--- src/rtl/lsu_pkg.sv ---
// Shared definitions for the load/store bus unit: access sizes, FSM states,
// and the alignment rule used when a request is accepted.
package lsu_pkg;

    // Access size encoding carried on req_size
    localparam logic [1:0] SZ_B = 2'd0;
    localparam logic [1:0] SZ_H = 2'd1;
    localparam logic [1:0] SZ_W = 2'd2;
    localparam logic [1:0] SZ_D = 2'd3;

    // One access in flight: accept, present on the bus, wait for data, respond
    typedef enum logic [1:0] {
        ST_IDLE = 2'd0,
        ST_REQ  = 2'd1,
        ST_WAIT = 2'd2,
        ST_RESP = 2'd3
    } lsu_state_e;

    // An access is misaligned when its address is not a multiple of its size,
    // or when it is wider than the data bus (max_size is log2 of bus bytes).
    function automatic logic is_misaligned(input logic [2:0] addr_lo,
                                           input logic [1:0] size,
                                           input logic [1:0] max_size);
        logic low_set;
        case (size)
            SZ_B:    low_set = 1'b0;
            SZ_H:    low_set = addr_lo[0];
            SZ_W:    low_set = |addr_lo[1:0];
            default: low_set = |addr_lo;
        endcase
        return low_set || (size > max_size);
    endfunction

endpackage

--- src/rtl/lsu_align.sv ---
// Byte-lane steering for one bus word: extracts and extends load data, and
// shifts store data into its lanes together with the matching write mask.
module lsu_align
    import lsu_pkg::*;
#(
    parameter int DW = 32
) (
    input  logic [$clog2(DW/8)-1:0] off_i,
    input  logic [1:0]              size_i,
    input  logic                    unsigned_i,
    input  logic [DW-1:0]           data_i,
    output logic [DW-1:0]           load_o,
    output logic [DW-1:0]           store_o,
    output logic [DW/8-1:0]         mask_o
);

    localparam int NB = DW / 8;
    localparam int IW = $clog2(DW);

    logic [DW-1:0] shifted;
    logic [IW-1:0] top_bit;
    logic          sign;

    // Load path: move the addressed lanes down to bit 0, then sign/zero extend
    always_comb begin
        shifted = data_i >> {off_i, 3'b000};
        case (size_i)
            SZ_B:    top_bit = IW'(7);
            SZ_H:    top_bit = IW'(15);
            SZ_W:    top_bit = IW'(31);
            default: top_bit = IW'(DW - 1);
        endcase
        sign = shifted[top_bit] & ~unsigned_i;
        for (int i = 0; i < DW; i++) begin
            load_o[i] = (i <= int'(top_bit)) ? shifted[i] : sign;
        end
    end

    // Store path: move LSB-justified data up to its lanes and enable those lanes
    always_comb begin
        store_o = data_i << {off_i, 3'b000};
        for (int j = 0; j < NB; j++) begin
            mask_o[j] = (j >= int'(off_i)) && (j < int'(off_i) + (1 << size_i));
        end
    end

endmodule

--- src/rtl/lsu_bus.sv ---
// Load/store unit bus adapter: accepts one core access at a time, checks
// alignment, drives a single-beat bus request, waits for the response with a
// timeout, and returns extended load data or an error as a one-cycle pulse.
module lsu_bus
    import lsu_pkg::*;
#(
    parameter int DW      = 32,
    parameter int AW      = 32,
    parameter int TIMEOUT = 255
) (
    input  logic            clk,
    input  logic            rst,
    input  logic            req_valid,
    output logic            req_ready,
    input  logic            req_wen,
    input  logic [AW-1:0]   req_addr,
    input  logic [DW-1:0]   req_wdata,
    input  logic [1:0]      req_size,
    input  logic            req_unsigned,
    output logic            resp_valid,
    output logic [DW-1:0]   resp_rdata,
    output logic            resp_err,
    output logic            bus_req_valid,
    input  logic            bus_req_ready,
    output logic [AW-1:0]   bus_addr,
    output logic            bus_wen,
    output logic [DW-1:0]   bus_wdata,
    output logic [DW/8-1:0] bus_wmask,
    input  logic            bus_resp_valid,
    input  logic [DW-1:0]   bus_rdata,
    input  logic            bus_resp_err
);

    localparam int          NB       = DW / 8;
    localparam int          OFFW     = $clog2(NB);
    localparam logic [1:0]  MAX_SZ   = (DW == 64) ? SZ_D : SZ_W;
    localparam logic [15:0] CNT_LAST = 16'(TIMEOUT - 1);

    lsu_state_e    state_q, state_d;
    logic [15:0]   cnt_q, cnt_d;
    logic          wen_q, wen_d;
    logic [AW-1:0] addr_q, addr_d;
    logic [DW-1:0] wdata_q, wdata_d;
    logic [1:0]    size_q, size_d;
    logic          uns_q, uns_d;
    logic [DW-1:0] rdata_q, rdata_d;
    logic          err_q, err_d;

    logic          timeout;
    logic [DW-1:0] load_data;
    logic [DW-1:0] store_data;
    logic [NB-1:0] store_mask;
    logic [DW-1:0] ld_store_unused;
    logic [NB-1:0] ld_mask_unused;
    logic [DW-1:0] st_load_unused;

    // The cycle whose increment would take the counter to TIMEOUT is the last one
    assign timeout = (cnt_q == CNT_LAST);

    // Next-state, counter, latched fields and handshake outputs
    always_comb begin
        state_d       = state_q;
        cnt_d         = cnt_q;
        wen_d         = wen_q;
        addr_d        = addr_q;
        wdata_d       = wdata_q;
        size_d        = size_q;
        uns_d         = uns_q;
        rdata_d       = rdata_q;
        err_d         = err_q;
        req_ready     = 1'b0;
        bus_req_valid = 1'b0;
        resp_valid    = 1'b0;
        case (state_q)
            ST_IDLE: begin
                req_ready = 1'b1;
                if (req_valid) begin
                    wen_d   = req_wen;
                    addr_d  = req_addr;
                    wdata_d = req_wdata;
                    size_d  = req_size;
                    uns_d   = req_unsigned;
                    rdata_d = '0;
                    if (is_misaligned(req_addr[2:0], req_size, MAX_SZ)) begin
                        err_d   = 1'b1;
                        state_d = ST_RESP;
                    end else begin
                        err_d   = 1'b0;
                        cnt_d   = '0;
                        state_d = ST_REQ;
                    end
                end
            end
            ST_REQ: begin
                bus_req_valid = 1'b1;
                cnt_d         = cnt_q + 16'd1;
                if (timeout) begin
                    err_d   = 1'b1;
                    state_d = ST_RESP;
                end else if (bus_req_ready) begin
                    state_d = ST_WAIT;
                end
            end
            ST_WAIT: begin
                cnt_d = cnt_q + 16'd1;
                // A response landing on the timeout cycle still completes the access
                if (bus_resp_valid) begin
                    rdata_d = bus_rdata;
                    err_d   = bus_resp_err;
                    state_d = ST_RESP;
                end else if (timeout) begin
                    err_d   = 1'b1;
                    state_d = ST_RESP;
                end
            end
            ST_RESP: begin
                resp_valid = 1'b1;
                state_d    = ST_IDLE;
            end
            default: state_d = ST_IDLE;
        endcase
    end

    // State, counter and access registers; reset abandons any access in flight
    always_ff @(posedge clk) begin
        if (rst) begin
            state_q <= ST_IDLE;
            cnt_q   <= '0;
            wen_q   <= 1'b0;
            addr_q  <= '0;
            wdata_q <= '0;
            size_q  <= '0;
            uns_q   <= 1'b0;
            rdata_q <= '0;
            err_q   <= 1'b0;
        end else begin
            state_q <= state_d;
            cnt_q   <= cnt_d;
            wen_q   <= wen_d;
            addr_q  <= addr_d;
            wdata_q <= wdata_d;
            size_q  <= size_d;
            uns_q   <= uns_d;
            rdata_q <= rdata_d;
            err_q   <= err_d;
        end
    end

    lsu_align #(.DW(DW)) u_load_align (
        .off_i      (addr_q[OFFW-1:0]),
        .size_i     (size_q),
        .unsigned_i (uns_q),
        .data_i     (rdata_q),
        .load_o     (load_data),
        .store_o    (ld_store_unused),
        .mask_o     (ld_mask_unused)
    );

    lsu_align #(.DW(DW)) u_store_align (
        .off_i      (addr_q[OFFW-1:0]),
        .size_i     (size_q),
        .unsigned_i (uns_q),
        .data_i     (wdata_q),
        .load_o     (st_load_unused),
        .store_o    (store_data),
        .mask_o     (store_mask)
    );

    // Bus side comes straight from the latched access, so it is stable in REQ
    assign bus_addr  = {addr_q[AW-1:OFFW], {OFFW{1'b0}}};
    assign bus_wen   = wen_q;
    assign bus_wdata = store_data;
    assign bus_wmask = wen_q ? store_mask : '0;

    // Data is only returned for successful loads
    assign resp_err   = resp_valid & err_q;
    assign resp_rdata = (resp_valid && !err_q && !wen_q) ? load_data : '0;

endmodule

--- config.mk ---
export PLATFORM = sky130hd
export DESIGN_NAME = lsu_bus
export DESIGN_NICKNAME = d
export VERILOG_FILES = /design/src/rtl/lsu_pkg.sv /design/src/rtl/lsu_align.sv /design/src/rtl/lsu_bus.sv
export SDC_FILE = /design/constraint.sdc
export NUM_CORES = 1
export LEC_CHECK = 0
export BUFFER_PORTS_ARGS = -buffer_cell sky130_fd_sc_hd__buf_2
export CORE_ASPECT_RATIO = 0.75
export CORE_UTILIZATION = 30
export DETAILED_ROUTE_END_ITERATION = 12
export PLACE_DENSITY = 0.51
export SLEW_MARGIN = 5
export SYNTH_ARGS = -nofsm -noshare
export SYNTH_HDL_FRONTEND = slang
export SYNTH_SLANG_ARGS = --single-unit
--- constraint.sdc ---
create_clock -name clk -period 3.65 [get_ports clk]
set_clock_uncertainty 0.1 [all_clocks]
set_input_delay 0.365 -clock clk [delete_from_list [all_inputs] [get_ports clk]]
set_output_delay 0.365 -clock clk [all_outputs]
set_load 0.005 [all_outputs]
==> results.md, run 1 <==
- GPL Wtd Cong: around 0.82
- R2R setup slack: approximately 1.3 ns
- Crit path buffers/inverters: 1
- RR Startpoint: state_q[0]
- H-tree depth: 4
- Total GRT Usage: 0.1827
- Post-cts sizing count: 0
- WL per Instance: 15.88 um
- CP max-delay cell: nor2_1
- Post-CTS Setup Repair Bufs: 0
- Core Area: 20,210 um2
- Fill cells: 2,124
- Ant diodes: 0
- FMAX: 0.3070 GHz
- Post-layout util: 0.3863
- Avg Synthesized Cell Area: 7.689 um2
- Vias in the first global route: 5,569
- CTS tree: done
- Unrepaired setup endpoints after global routing: no
- Root Buffer: clkbuf_16
- Final setup vio count: 0
- Clock Sinks: 119
- Port bufs: about 210
- EDFF count, synth: 0
- Hold path startpoint: req_addr[21]
- Post-synth ARST share: 0
- Final Hold Violating Endpoints: 0
- Maximum VDD drop: ~350 uV
- Final net count: 1,060
- Worst-Margin Slew: 0.8530 ns
- Synth Instances: around 800
- CP Depth: 8
- PD cells: approximately 620 nW/um2
- R2R cell count: 7
- Hold buffers post-CTS: 0
- Critical Path Max Stage Delay: 0.68 ns
- DPL Wire Length: 13,480 um
- Worst Setup SP: size_q[0]
- Fraction of layout cells with a size suffix above 1: 0.2714
- Vias post-DR: approximately 6,100
- Layout area overhead: 26.29%
- Sequential share of the synthesized area: 0.3853
- Most common cell on crit path: a21oi_1
- Status: complete, no violations
- Largest net degree at the start of global routing: 71
- Num CTS Buffers: 17
- Synth cell types: 54
- Initial Util: 0.3058
- Row cnt: 45
- Die Ht: 126.3 um
- DRT iter0 DRCs: 540
- Most frequent cells in the layout: buf_2 (207), nand2_1 (173), dfxtp_1 (117)
- Final Max Tran Viols: 0
- CP delay by family, top: simple AND/OR/NAND/NOR gates
- Critical path type: flip-flop to output port
- Most used DFF post-synth: dfxtp_1
- Drt drc: 0
- Lkg Pwr: ~3.3 nW
- Reg-to-Reg End: state_q[1]
- CP endpoint: bus_wmask[2]
- Commonest non-fill, non-tap cell in the layout: buf_2
- CP Cell Sequence: nor2_1, ha_1, fa_1, nor4bb_1, a21oi_1, a21oi_1, a211oi_1, buf_2
- CP Max Fanout: 17
- Max-cap violation count: 0
- Clock Tree Buf Depth: 2
- First-pass GRT wire length: 30,300 um
- Hold Path Class: input pin to flip-flop
- Rel. slew slack: 0.4313
- Mapped Area: 6182 um2
- Startpoint Class: flip-flop
- Final worst-path cycle share: 0.8923
- Worst skew pair latency: 0.41 ns
- Die W: 167.8 um
- First-pass DRT Iterations: 7
- Setup TNS: 0 ns
- Vias per cell: 5.020
- Clock-pin slew on the worst setup and hold paths: 0.06 ns
- Routed wire length: 19,310 um
- Grt total ovfl: 0
- Final min period: 3.257 ns
- Post-route ant nets: 0
- Initial antenna violation count: 0
- Ys Warns: 0
- Hold path depth: 3
- Worst Path Required: around 3.2 ns
- Setup crit end kind: output port
- Die area: 21,190 um2
- Worst Path Arrival: 2.79 ns
- # IOs: 211
- Yosys reg bits: 119
-- kinds of logic (layout without fill, tap and decap cells) --
kind of cell,Yosys count,count (layout),share of synthesized area
buf+inv,107,260,0.08703
simple gates,307,307,0.2311
compound gates,227,227,0.2216
fa+ha+maj,9,9,0.01943
xor+xnor,1,1,0.001417
other cells,1,2,0.0006066
flops,119,119,0.3853
mux,33,33,0.05343
-- flip-flops by register name, summed over array words and instances, names as in the netlist --
signal,cells
bus_wen,1
size_q,2
err_q,1
cnt_q,16
wdata_q,32
rdata_q,32
addr_q,32
state_q,2
uns_q,1
-- how the worst min path moves through the flow --
stage / endpoint
floorplan: wdata_q[24]
global placement: addr_q[26]
detailed placement: addr_q[30]
CTS: addr_q[21]
global route: addr_q[17]
finish: addr_q[21]
-- per-layer routing --
metal  vias up  track usage  routed length (um)
met2       213       0.2713                8089
met1      2810       0.2505                9497
met5         -            0                   0
met4         0      0.06098                 352
li1       3060            -                   -
met3        21      0.05585                1371
-- Yosys cell counts (10+ instances only) --
library cell	n	area, um2
o21ai_0	33	165.2
nor2b_1	19	118.9
a211oi_1	25	187.7
or4_1	11	82.58
buf_4	33	247.7
a21oi_1	103	515.5
mux2i_1	33	330.3
a22oi_1	32	240.2
inv_1	10	37.54
nand2_1	173	649.4
clkbuf_1	51	191.4
o31ai_1	11	82.58
nor2_1	47	176.4
dfxtp_1	119	2382
and2_1	11	68.82
-- final cells by class --
class / count / area (um2) / share of cell area
inverters: 10 / 37.54 / 0.004808
clock inverters: 12 / 210.2 / 0.02692
well taps: 258 / 322.8 / 0.04135
flip-flops and latches: 119 / 2385 / 0.3054
multi-input cells: 579 / 3267 / 0.4184
clock buffers: 20 / 466.7 / 0.05978
repair buffers: 218 / 1119 / 0.1433
-- through the flow --
| stage | cell area, um2 | power [W] | std cells | hold WS, ns | worst slack, ns |
|---|---|---|---|---|---|
| after floorplan | 6186 | 0.002583 | 805 | 0.3318 | 1.104 |
| after global placement | 7131 | 0.002986 | 1184 | 0.3399 | 0.8982 |
| after detailed placement | 7131 | 0.002986 | 1184 | 0.3445 | 0.8591 |
| after CTS | 7807 | 0.004930 | 1216 | 0.06309 | 0.4145 |
| after global routing | 7807 | 0.005183 | 1216 | 0.07220 | 0.0004114 |
| final | 7807 | 0.004874 | 1216 | 0.08335 | 0.3930 |
-- report_power, final --
part           switching [W]  internal (W)
Clock               0.000644       0.00128
Combinational       0.000832      0.000483
Sequential          0.000168       0.00147
-- worst reg2reg max path, cell delays in order (launching register included) --
cell	delay, ns
dfxtp_1	0.32
inv_1	0.14
ha_1	0.44
and2_2	0.24
buf_4	0.59
o21ai_0	0.20
o2111ai_1	0.13
o21ai_0	0.10
(Power assumes the default switching activity.)
==> run 2: changes to the inputs <==
--- a/config.mk
+++ b/config.mk
@@ -6,11 +6,10 @@
 export NUM_CORES = 1
 export LEC_CHECK = 0
 export BUFFER_PORTS_ARGS = -buffer_cell sky130_fd_sc_hd__buf_2
-export CORE_ASPECT_RATIO = 0.75
-export CORE_UTILIZATION = 30
+export CORE_ASPECT_RATIO = 1.1
+export CORE_UTILIZATION = 55
 export DETAILED_ROUTE_END_ITERATION = 12
-export PLACE_DENSITY = 0.51
-export SLEW_MARGIN = 5
+export PLACE_DENSITY = 0.85
 export SYNTH_ARGS = -nofsm -noshare
 export SYNTH_HDL_FRONTEND = slang
 export SYNTH_SLANG_ARGS = --single-unit
==> run 2 against run 1 <==
  * Register-to-register slack worse by 0.14 ns
  * First-iteration DRC count is 33% lower
  * Core utilization is 31 points higher
  * Worst hold slack better by 0.010 ns
  * Setup slack worse by 0.083 ns
  * Via count is 0.56% higher
  * Power is 6.3% lower
  * Sequential cell count stayed put
  * Count of clock-buffer cells in the layout is 2 higher
  * Clock power is 14% lower
  * Cell area is 3.0% lower
  * Wire length is 16% lower
  * Critical path type unchanged
  * Largest power group unchanged
==> results.md, run 2 (synthesized netlist as in run 1, its figures left out) <==
- Status: complete, no violations
- Final Max Tran Viols: 0
- WL per Instance: 14.71 um
- DPL Wire Length: 11,110 um
- Final setup vio count: 0
- R2R setup slack: 1.13 ns
- Startpoint Class: flip-flop
- Unrepaired setup endpoints after global routing: no
- FMAX: 0.2994 GHz
- Die area: 11,670 um2
- Commonest non-fill, non-tap cell in the layout: buf_2
- Post-CTS Setup Repair Bufs: 0
- Final net count: 1,058
- Die W: 103.1 um
- Worst Path Required: about 3.2 ns
- Core Area: 10,910 um2
- First-pass DRT Iterations: 5
- Ant diodes: 0
- Post-layout util: 0.6938
- R2R cell count: 6
- DP Area: 6977 um2
- CTS tree: done
- RR Startpoint: state_q[0]
- # IOs: approximately 210
- Vias in the first global route: 5,385
- Initial Util: 0.5666
- Die Ht: 113.2 um
- Setup crit end kind: output port
- Clock Tree Buf Depth: 2
- Final worst-path cycle share: 0.9150
- Initial antenna violation count: 0
- Setup TNS: 0 ns
- Num CTS Buffers: 17
- Drt drc: 0
- Largest net degree at the start of global routing: 73
- Vias post-DR: 6,138
- Fill cells: 936
- Finished Layout Cells: 1,102
- Grt total ovfl: 0
- Critical path type: flip-flop to output port
- Rel. slew slack: 0.3385
- Routed wire length: 16,210 um
- Clock-pin slew on the worst setup and hold paths: about 0.050 ns
- Worst Path Arrival: about 2.9 ns
- Port bufs: 208
- Worst-Margin Slew: 0.9923 ns
- Biggest regs: addr_q x32, rdata_q x32, wdata_q x32
- Fraction of layout cells with a size suffix above 1: 0.2670
- PD cells: approximately 600 nW/um2
- Hold Path Class: input pin to flip-flop
- Hold worst-path end: addr_q[17]
- Final Hold Violating Endpoints: 0
- H-tree depth: 4
- Final min period: 3.340 ns
- Post-cts sizing count: 0
- Most frequent cells in the layout: buf_2 (207), nand2_1 (173), dfxtp_1 (117)
- Row cnt: 40
- Max-cap violation count: 0
- Maximum VDD drop: 459.9 uV
- Vias per cell: 5.570
- Layout area overhead: 22.44%
- First-pass GRT wire length: roughly 25,000 um
- Hold path startpoint: req_addr[17]
- DRT iter0 DRCs: 362
- Worst Setup SP: size_q[0]
- Clock Sinks: 119
- Root Buffer: clkbuf_16
- Hold buffers post-CTS: 0
- Hold path depth: 3
- Lkg Pwr: 3.207 nW
- Reg-to-Reg End: cnt_q[9]
- Total GRT Usage: 0.2784
- CP Max Fanout: 17
- GPL Wtd Cong: 0.8243
- Worst skew pair latency: 0.40 ns
- Post-route ant nets: 0
- Final Cell Area: 7570 um2
- Placed insts: 1,071
[run 2: layer usage]
metal	routed length, um	up-vias	share of wire	track usage
li1	-	3053	-	-
met1	6956	2782	0.43	0.3631
met2	7558	262	0.47	0.4400
met3	1233	41	0.076	0.05991
met4	463	0	0.029	0.1221
met5	0	-	0	0
[run 2: power by group]
part / leakage [nW] / switching [W] / internal [W]
registers: 0.971 / 0.000169 / 0.00147
logic: 1.95 / 0.000784 / 0.000481
clock network: 0.286 / 0.000564 / 0.00110
total: 3.21 / 0.00152 / 0.00305
[run 2: worst max-delay path by stage]
stage                endpoint  slack [ns]  cells after the start
2_1_floorplan    bus_wmask[2]        1.10                      9
3_3_place_gp   resp_rdata[17]        0.82                      5
3_5_place_dp   resp_rdata[18]        0.67                      5
4_1_cts        resp_rdata[18]        0.23                      5
5_1_grt          bus_wmask[2]        0.08                      8
6_report         bus_wmask[2]        0.31                      8
[run 2: worst max-delay path, cell delays in order, from the launching register on]
cell      delay, ns
dfxtp_1        0.37
nor2_1         0.77
ha_1           0.33
fa_1           0.20
nor4bb_1       0.27
a21oi_1        0.15
a21oi_1        0.14
a211oi_1       0.06
buf_2          0.18
[run 2: cell type report]
type                       instances  area (um2)  share of cell area
sequential                       119        2385              0.3150
timing repair buffer             216        1104              0.1458
clock buffer                      22       464.2             0.06132
clock inverter                     9       125.1             0.01653
multi-input combinational        579        3271              0.4321
tap                              147       183.9             0.02430
inverter                          10       37.54            0.004959
[run 2: stage by stage]
step / hold slack, ns / power, W / worst slack, ns
2_1_floorplan: 0.3318 / 0.002583 / 1.104
3_3_place_gp: 0.3388 / 0.002893 / 0.8173
3_5_place_dp: 0.3432 / 0.002917 / 0.6674
4_1_cts: 0.08187 / 0.004580 / 0.2275
5_1_grt: 0.08818 / 0.004827 / 0.08495
6_report: 0.09353 / 0.004567 / 0.3103
==> run 3: changes to the inputs <==
--- a/config.mk
+++ b/config.mk
@@ -7,9 +7,10 @@
 export LEC_CHECK = 0
 export BUFFER_PORTS_ARGS = -buffer_cell sky130_fd_sc_hd__buf_2
 export CORE_ASPECT_RATIO = 1.1
-export CORE_UTILIZATION = 55
+export CORE_UTILIZATION = 35
 export DETAILED_ROUTE_END_ITERATION = 12
-export PLACE_DENSITY = 0.85
+export MAX_ROUTING_LAYER = met4
+export PLACE_DENSITY = 0.6
 export SYNTH_ARGS = -nofsm -noshare
 export SYNTH_HDL_FRONTEND = slang
 export SYNTH_SLANG_ARGS = --single-unit
==> constraint.sdc (replaced) <==
create_clock -name clk -period 2.8 [get_ports clk]
set_clock_uncertainty 0.1 [all_clocks]
set_input_delay 0.28 -clock clk [delete_from_list [all_inputs] [get_ports clk]]
set_output_delay 0.28 -clock clk [all_outputs]
set_load 0.005 [all_outputs]
==> run 3 against run 2 <==
  * Combinational power up 45%
  * Global-route usage fell by 6.6 points
  * Non-clock buffer count rose by 51
  * Sequential cell count did not move
  * Count of clock-buffer cells in the layout increased by 3
  * Sequential power increased by 28%
  * Via count increased by 1.6%
  * Power rose by 34%
  * Register-to-register slack worse by 0.65 ns
==> results.md, run 3 (synthesized netlist as in run 1, its figures left out) <==
- CTS tree: done
- CP endpoint: resp_rdata[11]
- WL per Instance: 15.12 um
- Worst Setup SP: addr_q[1]
- R2R setup slack: 0.48 ns
- Clock Tree Buf Depth: 2
- H-tree depth: 4
- Final net count: 1,109
- Initial antenna violation count: 2
- Worst Path Arrival: 2.32 ns
- Final Cell Area: 8230 um2
- Final Max Tran Viols: 0
- Row cnt: 50
- Drt drc: 0
- PD cells: 746.2 nW/um2
- R2R cell count: 6
- GPL Wtd Cong: roughly 0.8
- Setup crit end kind: output port
- Grt total ovfl: 0
- Final worst-path cycle share: 0.9641
- Critical Path Max Stage Delay: 0.50 ns
- Rel. slew slack: 0.4768
- # IOs: 211
- Final setup vio count: 0
- Fill cells: ~1,800
- CP Cell Sequence: or3b_2, a21boi_1, o21bai_2, a21oi_1, buf_2
- FMAX: 0.3704 GHz
- Max-cap violation count: 0
- Biggest regs: addr_q x32, rdata_q x32, wdata_q x32
- CP Max Fanout: 15
- Register area: 2389 um2
- Vias per cell: 5.016
- Reg-to-Reg End: cnt_q[13]
- Critical path type: flip-flop to output port
- Core Area: 17,140 um2
- Area of the multi-input gates: between 3000 and 4000 um2
- Largest net degree at the start of global routing: 71
- Die Ht: 141.4 um
- Vias post-DR: 6,235
- Commonest non-fill, non-tap cell in the layout: buf_2
- Hold Slack: 0.008138 ns
- DPL Wire Length: 12,800 um
- Lkg Pwr: 3.454 nW
- Final min period: around 2.7 ns
- RR Startpoint: state_q[0]
- Status: complete, no violations
- Post-route ant nets: 0
- Worst skew pair latency: 0.41 ns
- Initial Util: 0.3607
- First-pass GRT wire length: 29,670 um
- Vias in the first global route: 5,748
- Port bufs: 208
- Routed wire length: 18,800 um
- Total GRT Usage: 0.2120
- Worst-Margin Slew: 0.7848 ns
- Clock Sinks: 119
- Hold Path Class: input pin to flip-flop
- Most frequent cells in the layout: buf_2 (207), nand2_1 (173), dfxtp_1 (116)
- Die area: approximately 18,000 um2
- CP max-delay cell: dfxtp_2
- Clock-pin slew on the worst setup and hold paths: 0.05 ns
- Root Buffer: clkbuf_16
- Layout area overhead: 33.13%
- Num CTS Buffers: 17
- Die W: 128.7 um
- DP Area: 7166 um2
- Final Hold Violating Endpoints: 0
- First-pass DRT Iterations: 5
- Worst Path Required: 2.42 ns
- Fraction of layout cells with a size suffix above 1: 0.2711
- DRT iter0 DRCs: 469
- Maximum VDD drop: 434.2 uV
- Startpoint Class: flip-flop
## run 3: changes by cell type in the layout (fill, tap and decap cells not counted), moves of 2 or more
cell,delta
dlygate4sd3_1,+41
buf_4,+9
clkbuf_8,+4
diode_2,+2
## run 3: worst min path at each step
stage | end | slack [ns] | cells after the start | startpoint
6_report | wdata_q[15] | 0.008 | 3 | req_wdata[15]
5_1_grt | wdata_q[7] | 0.006 | 3 | req_wdata[7]
4_1_cts | addr_q[19] | 0.00002 | 3 | req_addr[19]
3_5_place_dp | addr_q[4] | 0.34 | 2 | addr_q[4]
3_3_place_gp | wdata_q[25] | 0.34 | 2 | wdata_q[25]
2_1_floorplan | wdata_q[24] | 0.32 | 2 | req_wdata[24]
## run 3: area by class of cell
type | count | share of cell area
well taps | 234 | 0.03557
multi-input cells | 579 | 0.4009
clock inverters | 7 | 0.01095
inverters | 10 | 0.004561
clock buffers | 25 | 0.06263
repair buffers | 267 | 0.1946
flip-flops and latches | 119 | 0.2902
diodes | 2 | 0.0006081
## run 3: critical path: cells and delay by family, from the launching register on
family	cells	cell delay [ns]
and+or+nand+nor	1	0.48
DFF	1	0.50
AOI/OAI and AO/OA	3	0.79
buffers and inverters	1	0.15
## run 3: per-layer routing
metal  GRT usage  share of wire
met5           -              0
met4     0.05635          0.013
met3     0.05090          0.058
met2      0.3243           0.46
met1      0.2782           0.47
## run 3: report_power, final
| part | switching [W] | total, W | internal [W] |
|---|---|---|---|
| Sequential | 0.000181 | 0.00210 | 0.00192 |
| Clock | 0.000766 | 0.00221 | 0.00145 |
| Combinational | 0.00112 | 0.00183 | 0.000710 |
| Total | 0.00207 | 0.00614 | 0.00407 |
## run 3: timing repair
action,4_1_cts,5_1_grt
setup endpoints to repair,17,25
pin swaps,0,1
endpoints found under the hold margin,41,0
gates cloned,0,0
hold buffers,41,0
resized for setup,2,8
buffers inserted,0,1
## run 3: metrics by stage
step | utilization | setup WS, ns | TNS (ns) | instances | total power, W
finish | 0.4801 | 0.1006 | 0 | 1243 | 0.006142
global route | 0.4801 | -0.01862 | -0.01994 | 1243 | 0.006505
CTS | 0.4776 | 0.007274 | 0 | 1240 | 0.006179
detailed placement | 0.4180 | 0.2848 | 0 | 1167 | 0.003899
global placement | 0.4180 | 0.4349 | 0 | 1167 | 0.003892
floorplan | - | 0.3390 | 0 | 805 | 0.003367
